## config.mk

```make
export PLATFORM = sky130hd
export DESIGN_NAME = sram_scan_driver
export DESIGN_NICKNAME = d
export VERILOG_FILES = /design/src/rtl/sram_scan_driver.sv
export SDC_FILE = /design/constraint.sdc
export NUM_CORES = 1
export LEC_CHECK = 0
export ABC_CLOCK_PERIOD_IN_PS = 1700
export BUFFER_PORTS_ARGS = -buffer_cell sky130_fd_sc_hd__buf_2
export CORE_AREA = 2 2 140 142
export DETAILED_ROUTE_END_ITERATION = 10
export DIE_AREA = 0 0 142 144
export PLACE_DENSITY = 0.59
export SLEW_MARGIN = 25
export SYNTH_ARGS = -nofsm -noshare
export SYNTH_HDL_FRONTEND = slang
export SYNTH_SLANG_ARGS = --single-unit
```

## constraint.sdc

```tcl
create_clock -name clk_1 -period 1.7 [get_ports clk_1]
set_input_delay 0.085 -clock clk_1 [delete_from_list [all_inputs] [get_ports clk_1]]
set_output_delay 0.085 -clock clk_1 [all_outputs]
set_load 0.05 [all_outputs]
```

## src/rtl/sram_scan_driver.sv

```systemverilog
// sram_scan_driver
// Scan master for the SRAM scan wrapper. Takes one parallel command at a time,
// pulses the target reset, then shifts the header {addr, cnt, write} and the
// write data LSB first. For reads it waits RD_WAIT cycles and deserializes the
// returned word.
//
// Ports:
//   clk_1       in   scan clock, all logic on posedge
//   rst_n_sync  in   asynchronous active-low reset
//   cmd_valid   in   command present
//   cmd_ready   out  driver idle and able to accept a command
//   cmd_addr    in   [N_addr-1:0]  start address
//   cmd_cnt     in   [N_cnt-2:0]   burst count
//   cmd_write   in   1 = write, 0 = read
//   cmd_wdata   in   [N_data-1:0]  write data (shifted on reads too)
//   scan_rst_n  out  target rst_n
//   scan_data   out  target scan_in
//   scan_ret    in   target scan_out
//   rd_valid    out  one-cycle pulse, rd_data valid
//   rd_data     out  [N_data-1:0]  captured read word
//   wr_done     out  one-cycle pulse at end of a write session
//   busy        out  (SCAN_DRV_STATUS_EN only) FSM not IDLE
//   xact_cnt    out  [15:0] (SCAN_DRV_STATUS_EN only) completed sessions, wraps
//
// Optional feature macro: SCAN_DRV_STATUS_EN adds busy and xact_cnt.
module sram_scan_driver #(
    parameter int N_addr     = 31,
    parameter int N_cnt      = 32,
    parameter int N_data     = 32,
    parameter int RST_CYCLES = 2,
    parameter int RD_WAIT    = 64
) (
    input  logic              clk_1,
    input  logic              rst_n_sync,
    input  logic              cmd_valid,
    output logic              cmd_ready,
    input  logic [N_addr-1:0] cmd_addr,
    input  logic [N_cnt-2:0]  cmd_cnt,
    input  logic              cmd_write,
    input  logic [N_data-1:0] cmd_wdata,
    output logic              scan_rst_n,
    output logic              scan_data,
    input  logic              scan_ret,
    output logic              rd_valid,
    output logic [N_data-1:0] rd_data,
    output logic              wr_done
`ifdef SCAN_DRV_STATUS_EN
    ,
    output logic              busy,
    output logic [15:0]       xact_cnt
`endif
);

    localparam int HDR_W = N_addr + N_cnt;
    localparam int MAX_A = (HDR_W > N_data) ? HDR_W : N_data;
    localparam int MAX_B = (RD_WAIT > RST_CYCLES) ? RD_WAIT : RST_CYCLES;
    localparam int MAXL  = (MAX_A > MAX_B) ? MAX_A : MAX_B;
    localparam int CW    = (MAXL > 1) ? $clog2(MAXL) : 1;

    localparam logic [CW-1:0] RST_LAST  = CW'(RST_CYCLES - 1);
    localparam logic [CW-1:0] HDR_LAST  = CW'(HDR_W - 1);
    localparam logic [CW-1:0] DATA_LAST = CW'(N_data - 1);
    localparam logic [CW-1:0] WAIT_LAST = CW'((RD_WAIT > 0) ? RD_WAIT - 1 : 0);

    typedef enum logic [2:0] {
        S_IDLE, S_RST, S_HDR, S_DATA, S_WAIT, S_CAPT, S_DONE
    } state_t;

    state_t            state_q, state_d;
    logic [CW-1:0]     cnt_q;
    logic              live_q;   // low until the first edge after reset release
    logic [HDR_W-1:0]  hdr_q;
    logic [N_data-1:0] wd_q;
    logic              wr_q;
    logic [N_data-1:0] sh_q;
    logic [N_data-1:0] rd_q;
    logic              accept;

    always_comb begin
        state_d    = state_q;
        accept     = cmd_valid && live_q && (state_q == S_IDLE);
        cmd_ready  = live_q && (state_q == S_IDLE);
        scan_rst_n = live_q && (state_q != S_RST);
        scan_data  = 1'b0;
        rd_valid   = 1'b0;
        wr_done    = 1'b0;
        rd_data    = rd_q;
        case (state_q)
            S_IDLE: if (accept) state_d = S_RST;
            S_RST:  if (cnt_q == RST_LAST) state_d = S_HDR;
            S_HDR: begin
                scan_data = hdr_q[0];
                if (cnt_q == HDR_LAST) state_d = S_DATA;
            end
            S_DATA: begin
                scan_data = wd_q[0];
                if (cnt_q == DATA_LAST) begin
                    if (wr_q)              state_d = S_DONE;
                    else if (RD_WAIT == 0) state_d = S_CAPT;
                    else                   state_d = S_WAIT;
                end
            end
            S_WAIT: if (cnt_q == WAIT_LAST) state_d = S_CAPT;
            S_CAPT: if (cnt_q == DATA_LAST) state_d = S_DONE;
            S_DONE: begin
                rd_valid = ~wr_q;
                wr_done  = wr_q;
                state_d  = S_IDLE;
            end
            default: state_d = S_IDLE;
        endcase
    end

    always_ff @(posedge clk_1 or negedge rst_n_sync) begin
        if (!rst_n_sync) begin
            state_q <= S_IDLE;
            cnt_q   <= '0;
            live_q  <= 1'b0;
            hdr_q   <= '0;
            wd_q    <= '0;
            wr_q    <= 1'b0;
            sh_q    <= '0;
            rd_q    <= '0;
        end else begin
            live_q  <= 1'b1;
            state_q <= state_d;
            // Phase counter restarts on every state entry and is parked in IDLE.
            if ((state_d != state_q) || (state_q == S_IDLE))
                cnt_q <= '0;
            else
                cnt_q <= cnt_q + 1'b1;

            if (accept) begin
                hdr_q <= {cmd_addr, cmd_cnt, cmd_write};
                wd_q  <= cmd_wdata;
                wr_q  <= cmd_write;
            end else if (state_q == S_HDR) begin
                hdr_q <= hdr_q >> 1;
            end else if (state_q == S_DATA) begin
                wd_q <= wd_q >> 1;
            end

            // Capture into a separate shifter so rd_data keeps the previous
            // word until the whole new word has been collected.
            if (state_q == S_CAPT) begin
                sh_q <= {scan_ret, sh_q[N_data-1:1]};
                if (cnt_q == DATA_LAST)
                    rd_q <= {scan_ret, sh_q[N_data-1:1]};
            end
        end
    end

`ifdef SCAN_DRV_STATUS_EN
    logic [15:0] xact_cnt_q;

    always_ff @(posedge clk_1 or negedge rst_n_sync) begin
        if (!rst_n_sync)
            xact_cnt_q <= '0;
        else if (state_q == S_DONE)
            xact_cnt_q <= xact_cnt_q + 16'd1;
    end

    assign busy     = (state_q != S_IDLE);
    assign xact_cnt = xact_cnt_q;
`endif

endmodule

```

==> results of run 1 <==
layer usage:
| layer | up-vias | global-route usage [%] | part of all wire, % |
|---|---|---|---|
| met2 | 140 | 28.3 | 49 |
| met1 | 2853 | 21.5 | 45 |
| met4 | 0 | 7.05 | 2.6 |
| met5 | - | 0 | 0 |
| li1 | 2758 | - | - |
| met3 | 38 | 3.64 | 2.8 |
power breakdown:
part,internal (mW),total (mW),switching [mW],leakage (nW)
Combinational,2.97,5.47,2.50,2.92
Sequential,5.19,5.89,0.703,2.21
Clock,2.20,3.88,1.68,0.275
per-stage QoR:
step	util (%)	TNS, ps	instance area [um2]	cells
floorplan	-	-22780	7500	620
global placement	45.0	0	8590	986
detailed placement	45.0	-106	8590	986
CTS	54.1	-26.8	10300	1126
global route	58.3	-5040	11100	1155
finish	58.3	-121	11100	1155
flip-flops by register name (all words and copies together) (netlist names):
signal,cells
cnt_q,6
sh_q,31
state_q,3
rd_data,32
live_q,1
wd_q,32
hdr_q,63
wr_q,1
logic make-up after synthesis:
family	after synthesis	share of synthesized area [%]
AOI/OAI and AO/OA	107	7.70
xor gates and xnor gates	4	0.470
adders and majority gates	3	0.503
buffers and inverters	45	4.26
DFF	169	56.7
muxes	154	21.7
other	1	0.0503
and+or+nand+nor	137	8.60
timing repair:
item / in CTS / in global routing
gates cloned: 1 / 18
hold endpoints to repair: 245 / 0
pin swaps: 7 / 28
resized for setup: 19 / 137
setup endpoints to repair: 15 / 134
setup buffers: 10 / 10
hold buffers: 97 / 0
worst max-delay path, stage by stage, from the launching register on:
cell      delay, ps
dfrtp_2         450
clkinv_2        180
nor3_4          210
a22o_1          210
buf_6           170
final cells by class:
class | instances | area, um2 | share of cell area, %
diodes | 1 | 2.50 | 0.0225
clock buffers | 18 | 429 | 3.86
clock inverters | 14 | 160 | 1.44
inverters | 6 | 31.3 | 0.281
multi-input cells | 406 | 3250 | 29.2
flip-flops and latches | 169 | 4230 | 38.0
well taps | 238 | 298 | 2.68
repair buffers | 303 | 2730 | 24.5
path summary, 6_finish.rpt:
| check | start | endpoint | slack (ps) | cells past startpoint |
|---|---|---|---|---|
| worst max-delay path | state_q[0] | scan_data | -20 | 4 |
| worst min-delay path | rst_n_sync | rd_data[7] | 160 | 2 |
| worst max register to register | state_q[1] | rd_data[4] | -20 | 6 |
| worst min register to register | sh_q[1] | rd_data[0] | 500 | 1 |
| max in group asynchronous | rst_n_sync | sh_q[10] | 860 | 3 |
| min in group clk_1 | cmd_valid | hdr_q[1] | 250 | 4 |
synthesized netlist by cell type (3+ instances only):
cell type | instances | area [um2]
buf_4 | 13 | 97.6
ha_1 | 3 | 37.5
nor3b_1 | 4 | 30.0
clkbuf_1 | 6 | 22.5
o21ai_0 | 92 | 460
mux2_2 | 62 | 698
nand2_1 | 97 | 364
nand3_1 | 4 | 20.0
mux2i_1 | 90 | 901
inv_1 | 5 | 18.8
buf_6 | 12 | 135
buf_2 | 6 | 30.0
nor4_1 | 8 | 50.1
dfrtp_1 | 169 | 4230
xor2_1 | 3 | 26.3
nor3_1 | 5 | 25.0
==> flow_metrics.env, run 1 <==
export IMPL_status="finished with violations"
export IMPL_violations="setup timing"
export IMPL_period_needed_ps=1720
export IMPL_syn2layout_area_growth_pct=49.2
export IMPL_powerDensity_nw_per_um2=1370
export IMPL_grt_antenna_before_repair=1
export IMPL_finClkSkew_ps=9.77
export IMPL_cts_tree="built"
export IMPL_hold_class="in2async"
export IMPL_layout_setup_ws_ps=-22.8
export IMPL_layout_commonest_cell="dfrtp_1"
export IMPL_max_cap_violations=0
export IMPL_floorplan_initialDensity_pct=39.1
export IMPL_cts_root_buf="clkbuf_16"
export IMPL_seq_area_frac_synth_pct=56.7
export IMPL_drc=0
export IMPL_dp_hpwl_um=10700
export IMPL_dp_slack_ps=-67.2
export IMPL_ios=136
export IMPL_avgSynthCellArea_um2=12.0
export IMPL_fmax_mhz=580
export IMPL_finalSetupViolCount=16
export IMPL_ys_flop_type="dfrtp_1"
export IMPL_yosysUniqueCellTypes=45
export IMPL_grt_max_degree=66
export IMPL_die_w_um=142
export IMPL_portBuffers=135
export IMPL_rsz0062_at_grt="true"
export IMPL_netlist_instances=620
export IMPL_power_leakage_nw=5.41
export IMPL_die_h_um=144
export IMPL_nNetsFinal=1005
export IMPL_vias_per_cell=5.01
export IMPL_slew_viol_final=0
export IMPL_grt_pass1_wl_um=27600
export IMPL_overflow=0
export IMPL_die_area_um2=20400
export IMPL_htreeDepth=4
export IMPL_via_count=5789
export IMPL_cp_end_kind="output port"
export IMPL_grt_usage_pct=16.9
export IMPL_wl_um=18900
export IMPL_holdWs_ps=157
export IMPL_drive_above_1_share_pct=41.7
export IMPL_finalPower_mw=15.2
export IMPL_worst_setup_path_type="reg2out"
export IMPL_syn_area_um2=7460
export IMPL_finalHoldViolCount=0
export IMPL_crit_path_max_fanout=6
export IMPL_wl_per_cell_um=16.3
export IMPL_grt_pass1_vias=5858
export IMPL_num_fill_cells=1516
export IMPL_async_reset_ff_share_pct=100
export IMPL_clock_sinks=169
export IMPL_cp_start_kind="flop"
export IMPL_globalplace_congestion=0.789
export IMPL_synth_nets=722
export IMPL_ir_drop_uv=798
export IMPL_fp_row_count=51
export IMPL_cts_buffers=17
export IMPL_cp_data_required_time_ps=1620
export IMPL_ys_seq_elements=169
export IMPL_worstPathArrival_ps=1640
export IMPL_core_um2=19100
export IMPL_clk_latency_ps=420
export IMPL_ys_warn_count=0
export IMPL_cts_buffer_depth=2
export IMPL_timing_final_crit_share_pct=101
export IMPL_ant_nets=0
export IMPL_dr_pass1_iters=6
export IMPL_cts_clk_slew_worst_paths_ps=70
export IMPL_layout_common_cells="dfrtp_1, buf_2, dlygate4sd3_1"
export IMPL_drtIter0Drc=238
export IMPL_synth_edff_count=0
Power figures use the tool's default switching activity.
==> run 2, diff against run 1 <==
--- a/config.mk
+++ b/config.mk
@@ -7,9 +7,9 @@
 export LEC_CHECK = 0
 export ABC_CLOCK_PERIOD_IN_PS = 1700
 export BUFFER_PORTS_ARGS = -buffer_cell sky130_fd_sc_hd__buf_2
-export CORE_AREA = 2 2 140 142
+export CORE_AREA = 2 2 119 167
 export DETAILED_ROUTE_END_ITERATION = 10
-export DIE_AREA = 0 0 142 144
+export DIE_AREA = 0 0 121 169
 export PLACE_DENSITY = 0.59
 export SLEW_MARGIN = 25
 export SYNTH_ARGS = -nofsm -noshare
==> run 2 against run 1 <==
Count of clock-buffer cells in the layout shrank 1. Largest cell class unchanged. The run still ends with setup timing left. Register-to-register slack is essentially flat. Critical endpoint unchanged. Sequential cell count is the same. Via count shrank 3.6%. Cell area shrank 6.7%.
==> flow_metrics.env, run 2 (synthesis results as in run 1) <==
export IMPL_timing_final_crit_share_pct=101
export IMPL_grt_pass1_vias=5836
export IMPL_wl_met1_um=7350
export IMPL_period_needed_ps=1720
export IMPL_dp_slack_ps=-67.4
export IMPL_portBuffers=135
export IMPL_rsz0062_at_grt="true"
export IMPL_holdWs_ps=86.0
export IMPL_ios=136
export IMPL_cp_data_required_time_ps=1620
export IMPL_layout_common_cells="dfrtp_1, buf_2, dlygate4sd3_1"
export IMPL_final_util_pct=54.7
export IMPL_htreeDepth=4
export IMPL_core_um2=19000
export IMPL_cts_buffer_depth=2
export IMPL_top_layer_used="met4"
export IMPL_wl_um=17200
export IMPL_largest_reg_flops=63
export IMPL_vias_per_cell=4.92
export IMPL_nNetsFinal=976
export IMPL_setup_tns_ps=-29.3
export IMPL_place_inst=990
export IMPL_layout_commonest_cell="dfrtp_1"
export IMPL_clock_sinks=169
export IMPL_ant_nets=0
export IMPL_dp_hpwl_um=10500
export IMPL_slew_viol_final=0
export IMPL_violations="setup timing"
export IMPL_worstPathArrival_ps=1630
export IMPL_grt_usage_pct=16.4
export IMPL_max_cap_violations=0
export IMPL_finalSetupViolCount=3
export IMPL_cp_end_kind="output port"
export IMPL_grt_max_degree=66
export IMPL_top_register="hdr_q"
export IMPL_finalPower_mw=14.2
export IMPL_finalHoldViolCount=0
export IMPL_wl_met3_um=676
export IMPL_powerDensity_nw_per_um2=1370
export IMPL_ff2ff_path_depth=7
export IMPL_cp_start_kind="flop"
export IMPL_worst_setup_path_type="reg2out"
export IMPL_layout_setup_ws_ps=-15.8
export IMPL_clk_latency_ps=430
export IMPL_drc=0
export IMPL_overflow=0
export IMPL_fin_area_um2=10400
export IMPL_floorplan_initialDensity_pct=39.3
export IMPL_syn2layout_area_growth_pct=39.2
export IMPL_grt_pass1_wl_um=27100
export IMPL_fmax_mhz=583
export IMPL_die_w_um=121
export IMPL_cts_root_buf="clkbuf_16"
export IMPL_globalplace_congestion=0.804
export IMPL_via_count=5579
export IMPL_hold_class="in2async"
export IMPL_met2WireLength_um=8770
export IMPL_cts_clk_slew_worst_paths_ps=70
export IMPL_drive_above_1_share_pct=33.1
export IMPL_crit_path_max_fanout=7
export IMPL_ir_drop_uv=767
export IMPL_final_cells=1135
export IMPL_die_h_um=169
export IMPL_grt_antenna_before_repair=0
export IMPL_power_leakage_nw=5.03
export IMPL_fp_row_count=60
export IMPL_cts_buffers=17
export IMPL_wl_per_cell_um=15.1
export IMPL_cts_tree="built"
export IMPL_dpl_cell_area_um2=8530
export IMPL_dr_pass1_iters=4
export IMPL_die_area_um2=20400
export IMPL_finClkSkew_ps=11.8
export IMPL_diodes=0
export IMPL_status="finished with violations"
export IMPL_drtIter0Drc=223
run 2: cell types whose count changed in the layout (fill, tap and decap cells not counted), sizes merged:
cell      delta
buf         -21
inv          +3
clkbuf      -10
clkinvlp     -2
and2         +1
bufinv       -2
diode        -1
clkinv       +2
run 2: power by group:
part	leakage, nW	internal [mW]	switching, mW	total [mW]
Clock	0.280	1.96	1.80	3.76
Sequential	2.21	5.19	0.686	5.87
Combinational	2.54	2.40	2.16	4.56
run 2: repair_timing:
action | CTS | global route
cloned | 1 | 5
pin swaps | 4 | 6
endpoints found under the setup margin | 9 | 116
buffers inserted | 7 | 3
endpoints found under the hold margin | 267 | 0
resized for setup | 17 | 15
hold buffers | 97 | 0
run 2: area by class of cell:
cell class | count | area, um2
fillers | 1599 | 8610
flip-flops and latches | 169 | 4230
inverters | 6 | 31.3
multi-input cells | 407 | 3010
repair buffers | 273 | 2220
clock inverters | 15 | 153
clock buffers | 17 | 425
well taps | 248 | 310
run 2: worst paths after layout:
check                      startpoint          to  slack, ps
min in group clk_1          cmd_valid    hdr_q[1]         90
max in group asynchronous  rst_n_sync   hdr_q[10]        990
min                        rst_n_sync   hdr_q[49]         90
max                        state_q[0]   scan_data        -20
min reg2reg                rd_data[6]  rd_data[6]        490
max reg2reg                state_q[2]   hdr_q[17]        -10
run 2: metal layers:
metal | vias to the layer above | global-route usage, %
li1 | 2692 | -
met1 | 2727 | 19.5
met2 | 127 | 28.4
met3 | 33 | 4.04
met4 | 0 | 6.47
met5 | - | 0
run 2: critical path, cell delays in order (launching register included):
cell      delay [ps]
dfrtp_2          460
clkinv_2         180
nor3_4           210
a22o_1           180
buf_6            160
